--- src/rtl/uart_rx_ctrl.sv ---
// uart_rx_ctrl -- sequencing FSM for the UART receive path.
//
// Walks a frame through START / DATA / PARITY / STOP. While in those states it
// enables the external edge/bit counter and the sampler, and it reads their
// results back. Data is deserialised LSB-first. The block checks for a
// start-bit glitch, a parity error and a stop error. A good frame is
// delivered on p_data together with a one-cycle data_valid strobe.
//
// Ports
//   clk, rst         clock; asynchronous active-low reset
//   rx_in            synchronised serial line (idle high)
//   par_en, par_typ  parity enable / type (0 even, 1 odd); latched at frame start
//   prescale         oversampling ratio (8/16/32, anything else acts as 8)
//   edge_cnt,bit_cnt counter block state (edge within bit, data-bit index)
//   sampled_bit      majority-vote sample of the current bit
//   edge_cnt_en      counter enable (START/DATA/PARITY/STOP)
//   bit_cnt_en       data-bit counter enable (DATA)
//   data_samp_en     sampler enable (same as edge_cnt_en)
//   busy             FSM not idle
//   p_data           last good received word
//   data_valid       one-cycle strobe, high during DONE for a good frame
//   par_err, stp_err error flags, held until the next frame starts
//   strt_glitch      one-cycle strobe when the start bit samples high
module uart_rx_ctrl #(
  parameter int DATA_WIDTH = 8,
  parameter int PRESCALE_W = 6,
  parameter int BIT_CNT_W  = 4
) (
  input  logic                  clk,
  input  logic                  rst,
  input  logic                  rx_in,
  input  logic                  par_en,
  input  logic                  par_typ,
  input  logic [PRESCALE_W-1:0] prescale,
  input  logic [PRESCALE_W-1:0] edge_cnt,
  input  logic [BIT_CNT_W-1:0]  bit_cnt,
  input  logic                  sampled_bit,
  output logic                  edge_cnt_en,
  output logic                  bit_cnt_en,
  output logic                  data_samp_en,
  output logic                  busy,
  output logic [DATA_WIDTH-1:0] p_data,
  output logic                  data_valid,
  output logic                  par_err,
  output logic                  stp_err,
  output logic                  strt_glitch
);

  typedef enum logic [2:0] {
    S_IDLE, S_START, S_DATA, S_PARITY, S_STOP, S_DONE
  } state_t;

  state_t                state_q, state_d;
  logic [DATA_WIDTH-1:0] shift_q, shift_d;
  logic [DATA_WIDTH-1:0] p_data_q, p_data_d;
  logic                  data_valid_q, data_valid_d;
  logic                  par_err_q, par_err_d;
  logic                  stp_err_q, stp_err_d;
  logic                  strt_glitch_q, strt_glitch_d;
  logic                  cfg_par_en_q, cfg_par_en_d;
  logic                  cfg_par_typ_q, cfg_par_typ_d;
  logic [PRESCALE_W-1:0] cfg_p_q, cfg_p_d;

  logic [PRESCALE_W-1:0] p_eff;
  logic                  check_edge, bit_end, last_bit, par_exp, enter_start;

  // Unsupported ratios fall back to 8 so the frame timing stays well defined.
  always_comb begin
    p_eff = PRESCALE_W'(8);
    if (prescale == PRESCALE_W'(8) || prescale == PRESCALE_W'(16) ||
        prescale == PRESCALE_W'(32))
      p_eff = prescale;
  end

  // Sampler result is ready two edges after mid-bit.
  assign check_edge = (edge_cnt == (cfg_p_q >> 1) + PRESCALE_W'(2));
  assign bit_end    = (edge_cnt == cfg_p_q - PRESCALE_W'(1));
  assign last_bit   = (bit_cnt == BIT_CNT_W'(DATA_WIDTH - 1));
  assign par_exp    = (^shift_q) ^ cfg_par_typ_q;

  always_comb begin
    state_d       = state_q;
    shift_d       = shift_q;
    p_data_d      = p_data_q;
    data_valid_d  = 1'b0;
    par_err_d     = par_err_q;
    stp_err_d     = stp_err_q;
    strt_glitch_d = 1'b0;
    cfg_par_en_d  = cfg_par_en_q;
    cfg_par_typ_d = cfg_par_typ_q;
    cfg_p_d       = cfg_p_q;
    enter_start   = 1'b0;

    case (state_q)
      S_IDLE: begin
        if (!rx_in) enter_start = 1'b1;
      end
      S_START: begin
        if (check_edge && sampled_bit) begin
          strt_glitch_d = 1'b1;
          state_d       = S_IDLE;
        end else if (bit_end) begin
          state_d = S_DATA;
        end
      end
      S_DATA: begin
        // Line is LSB-first: each new bit enters at the MSB and moves down.
        if (check_edge) shift_d = {sampled_bit, shift_q[DATA_WIDTH-1:1]};
        if (bit_end && last_bit) state_d = cfg_par_en_q ? S_PARITY : S_STOP;
      end
      S_PARITY: begin
        if (check_edge && (sampled_bit != par_exp)) par_err_d = 1'b1;
        if (bit_end) state_d = S_STOP;
      end
      S_STOP: begin
        // Decide at the sample point; the tail of the stop bit is not waited
        // for so a following start bit can be caught from DONE.
        if (check_edge) begin
          state_d = S_DONE;
          if (!sampled_bit) begin
            stp_err_d = 1'b1;
          end else if (!par_err_q) begin
            data_valid_d = 1'b1;
            p_data_d     = shift_q;
          end
        end
      end
      S_DONE: begin
        if (!rx_in) enter_start = 1'b1;
        else        state_d     = S_IDLE;
      end
      default: state_d = S_IDLE;
    endcase

    if (enter_start) begin
      state_d       = S_START;
      par_err_d     = 1'b0;
      stp_err_d     = 1'b0;
      cfg_par_en_d  = par_en;
      cfg_par_typ_d = par_typ;
      cfg_p_d       = p_eff;
    end
  end

  always_ff @(posedge clk or negedge rst) begin
    if (!rst) begin
      state_q       <= S_IDLE;
      shift_q       <= '0;
      p_data_q      <= '0;
      data_valid_q  <= 1'b0;
      par_err_q     <= 1'b0;
      stp_err_q     <= 1'b0;
      strt_glitch_q <= 1'b0;
      cfg_par_en_q  <= 1'b0;
      cfg_par_typ_q <= 1'b0;
      cfg_p_q       <= PRESCALE_W'(8);
    end else begin
      state_q       <= state_d;
      shift_q       <= shift_d;
      p_data_q      <= p_data_d;
      data_valid_q  <= data_valid_d;
      par_err_q     <= par_err_d;
      stp_err_q     <= stp_err_d;
      strt_glitch_q <= strt_glitch_d;
      cfg_par_en_q  <= cfg_par_en_d;
      cfg_par_typ_q <= cfg_par_typ_d;
      cfg_p_q       <= cfg_p_d;
    end
  end

  // DONE keeps the enables low so the counter block clears between frames.
  assign edge_cnt_en  = (state_q == S_START) || (state_q == S_DATA) ||
                        (state_q == S_PARITY) || (state_q == S_STOP);
  assign bit_cnt_en   = (state_q == S_DATA);
  assign data_samp_en = edge_cnt_en;
  assign busy         = (state_q != S_IDLE);
  assign p_data       = p_data_q;
  assign data_valid   = data_valid_q;
  assign par_err      = par_err_q;
  assign stp_err      = stp_err_q;
  assign strt_glitch  = strt_glitch_q;

endmodule

--- config.mk ---
export PLATFORM = sky130hd
export DESIGN_NAME = uart_rx_ctrl
export DESIGN_NICKNAME = d
export VERILOG_FILES = /design/src/rtl/uart_rx_ctrl.sv
export SDC_FILE = /design/constraint.sdc
export NUM_CORES = 1
export LEC_CHECK = 0
export ABC_AREA = 1
export CELL_PAD_IN_SITES_DETAIL_PLACEMENT = 1
export CELL_PAD_IN_SITES_GLOBAL_PLACEMENT = 2
export CORE_UTILIZATION = 31
export CTS_BUF_LIST = sky130_fd_sc_hd__clkbuf_16
export CTS_CLUSTER_DIAMETER = 40
export CTS_CLUSTER_SIZE = 8
export DETAILED_ROUTE_END_ITERATION = 16
export HOLD_SLACK_MARGIN = 0.12
export PLACE_DENSITY_LB_ADDON = 0.1
export SYNTH_ARGS = -nofsm -noshare
export SYNTH_HDL_FRONTEND = slang
export SYNTH_SLANG_ARGS = --single-unit
--- constraint.sdc ---
create_clock -name clk -period 3.3 [get_ports clk]
set_input_delay 0.495 -clock clk [delete_from_list [all_inputs] [get_ports clk]]
set_output_delay 0.495 -clock clk [all_outputs]
set_load 0.02 [all_outputs]
==> flow_metrics.py <==
metrics = {
    "worst_hold_path": {
        "min-delay-path-class": "reg -> reg",
    },
    "clock_network": {
        "ctsResizeCount": 0,
        "cts_buffers": 5,
        "clkSinkCount": 31,
        "clock_latency_ns": 0.28,
        "cts_hold_buf": 0,
        "cts_tree": "yes",
        "clock_path_buffers": 2,
        "post-cts-setup-buffers": 0,
        "cts_root_buffer": "clkbuf_16",
        "cts.clk_slew.worst_paths_ns": 0.05,
        "cts_htree_levels": 2,
    },
    "synthesis": {
        "synth_nets": 293,
        "synthesis.area_um2": 1910,
        "synthCells": 267,
        "yosysUniqueCellTypes": 28,
        "ys_ff_latch": 31,
        "yosysWarningCount": 0,
        "synth-seq-area-share_pct": 40.7,
        "syn_avg_cell_area_um2": 7.15,
    },
    "outcome": {
        "status": "finished, final reports clean",
    },
    "power_and_ir_drop": {
        "p_leak_nw": 1.27,
        "finalPower_mw": 1.47,
        "swShare_pct": 34.0,
        "peakVddDrop_uv": 391,
        "powerDensity_nw_per_um2": 583,
        "power_switching_mw": 0.498,
        "p_int_mw": 0.968,
        "clkPwrFrac_pct": 35.0,
        "p_comb_share_pct": 33.1,
        "seqPwrFrac_pct": 31.9,
    },
    "drt": {
        "viasPerCell": 4.61,
        "drtIter0Drc": 45,
        "vias": 1774,
        "final_antenna_net_count": 0,
        "dr.pass1.iters": 4,
        "totalWireLength_um": 4540,
        "drc_errors": 0,
        "wl_per_cell_um": 11.8,
    },
    "setup_path": {
        "crit_chain": "nor2_1 -> inv_1 -> nor2_1 -> inv_1 -> nand2_1 -> clkdlybuf4s50_1",
        "cpPeakStageDelay_ns": 0.60,
        "crit_fanout": 6,
        "path_class": "reg -> out",
        "critical_path_arrival_ns": 2.04,
        "crit_required_ns": 2.80,
        "cp-start-kind": "flop",
        "slowest_stage": "clkdlybuf4s50_1",
        "worstSetupEndpointType": "output pin",
    },
    "global_routing": {
        "grt_pass1_vias": 1792,
        "grt_pass1_wl_um": 7930,
        "overflow": 0,
        "track_usage_pct": 16.3,
        "grt_max_degree": 32,
        "antenna_found_initial": 0,
    },
    "timing": {
        "layout_setup_ws_ns": 0.764,
        "fin_tns_setup_ns": 0,
        "skew_ns": 0.00550,
        "rsz0062_at_grt": "no",
        "timing.final.hold_violations": 0,
        "max_freq_ghz": 0.394,
        "slew_headroom_pct": 73.5,
        "fin_crit_ns": 2.54,
        "period_share_pct": 76.8,
        "tightest_slew_ns": 0.398,
        "drv_slew": 0,
        "finalSetupViolations": 0,
    },
    "cells_and_area": {
        "diodes": 0,
        "final_nets": 335,
        "fin_area_um2": 2520,
        "area_growth_pct": 31.9,
        "drive_above_1_share_pct": 9.03,
        "fillers": 750,
    },
    "placed_design": {
        "gp_congestion": 0.782,
        "pre_cts_ws_ns": 1.02,
        "port_buffers": 37,
        "post_dp_cell_area_um2": 2350,
        "hpwlAfterDp_um": 3540,
    },
    "floorplan": {
        "core_area_um2": 5920,
        "num_rows": 28,
        "ioPinCount": 38,
        "fp.dieH_um": 80.5,
        "dieWidth_um": 80.5,
        "initial_core_util_pct": 32.2,
        "die_area_um2": 6470,
    },
    "run": {
        "cap_violations": 0,
    },
}
-- cells in the final DEF (no fill, tap or decap), types with 4 or more instances in the layout --
cell type | Yosys | routed
dfrtp_1 | 30 | 30
o21ai_1 | 9 | 9
xnor2_1 | 6 | 6
o21ai_2 | 7 | 7
nand2_1 | 87 | 87
clkbuf_16 | 0 | 5
inv_1 | 46 | 46
clkdlybuf4s50_1 | 0 | 37
nor2_1 | 20 | 20
o21ai_0 | 6 | 6
nand3_1 | 24 | 24
ha_1 | 4 | 4
nand2_2 | 4 | 4
-- path summary, 6_finish.rpt --
check,slack [ns],end,cells past startpoint,from
setup / recovery,0.76,edge_cnt_en,6,state_q[1]
hold / removal,0.48,p_data[3],2,p_data[3]
setup reg to reg,1.08,p_data[1],11,cfg_p_q[3]
hold reg to reg,0.48,p_data[3],2,p_data[3]
max in group asynchronous,2.36,cfg_p_q[3],2,rst
min in group asynchronous,0.61,data_valid,2,rst
-- synthesized netlist by cell type, drive strengths merged --
master  number  share of area, %
a21oi        2              0.52
a31oi        1              0.33
and2         1              0.46
and3         1              0.33
buf          3               1.6
clkbuf       1              0.20
dfrtp       30                39
dfstp        1               1.4
ha           4               2.6
inv         47               9.2
nand2       91                18
nand3       24               6.3
nand3b       1              0.39
nand4        3               1.8
nor2        23               4.9
nor3         1              0.26
nor4         1              0.33
o21ai       22               7.1
or2          1              0.33
xnor2        6               2.8
xor2         3               1.4
-- final cells by class --
type / count / area, um2 / area share [%]
Inverter: 47 / 176 / 7.01
Tap cell: 75 / 93.8 / 3.73
Clock buffer: 5 / 125 / 4.97
Timing Repair Buffer: 39 / 385 / 15.3
Multi-Input combinational cell: 185 / 921 / 36.6
Clock inverter: 3 / 38.8 / 1.54
Sequential cell: 31 / 777 / 30.9
-- metal layers --
metal	part of all wire [%]	wire length (um)	GRT usage, %	up-vias
met4	1.7	78	5.89	0
met3	3.3	151	3.41	7
met1	47	2130	20.5	832
met5	0	0	0	-
li1	-	-	-	899
met2	48	2180	27.3	36
-- registers in the layout, summed over array words and instances, names as in the netlist --
| signal | flops |
|---|---|
| stp_err | 1 |
| cfg_par_typ_q | 1 |
| cfg_p_q | 6 |
| data_valid | 1 |
| state_q | 3 |
| strt_glitch | 1 |
| shift_q | 8 |
| p_data | 8 |
| par_err | 1 |
| cfg_par_en_q | 1 |
-- stage by stage --
stage | utilization [%] | std cells | hold slack (ns)
finish | 42.5 | 385 | 0.481
CTS | 42.5 | 385 | 0.486
floorplan | - | 267 | 0.199
global placement | 39.8 | 377 | 0.470
detailed placement | 39.8 | 377 | 0.474
global route | 42.5 | 385 | 0.519
-- worst max-delay path, delay by kind of cell, from the launching register on --
family                 cells  cell delay [ns]
buffers and inverters      3             0.81
DFF                        1             0.42
and+or+nand+nor            3             0.53
-- kinds of logic (layout without fill, tap and decap cells) --
family | after synthesis | after routing | synth area share [%]
compound gates | 25 | 25 | 8.00
xor+xnor | 9 | 9 | 4.13
fa+ha+maj | 4 | 4 | 2.62
buf+inv | 51 | 94 | 11.0
flops | 31 | 31 | 40.7
simple gates | 147 | 147 | 33.5
-- power by group through the flow --
stage / Clock [mW] / Sequential, mW / Combinational [mW]
after floorplan: 0 / 0.462 / 0.331
after global placement: 0 / 0.474 / 0.487
after detailed placement: 0 / 0.474 / 0.487
after CTS: 0.519 / 0.468 / 0.495
after global routing: 0.539 / 0.477 / 0.559
final: 0.514 / 0.468 / 0.485
(Power assumes the default switching activity.)
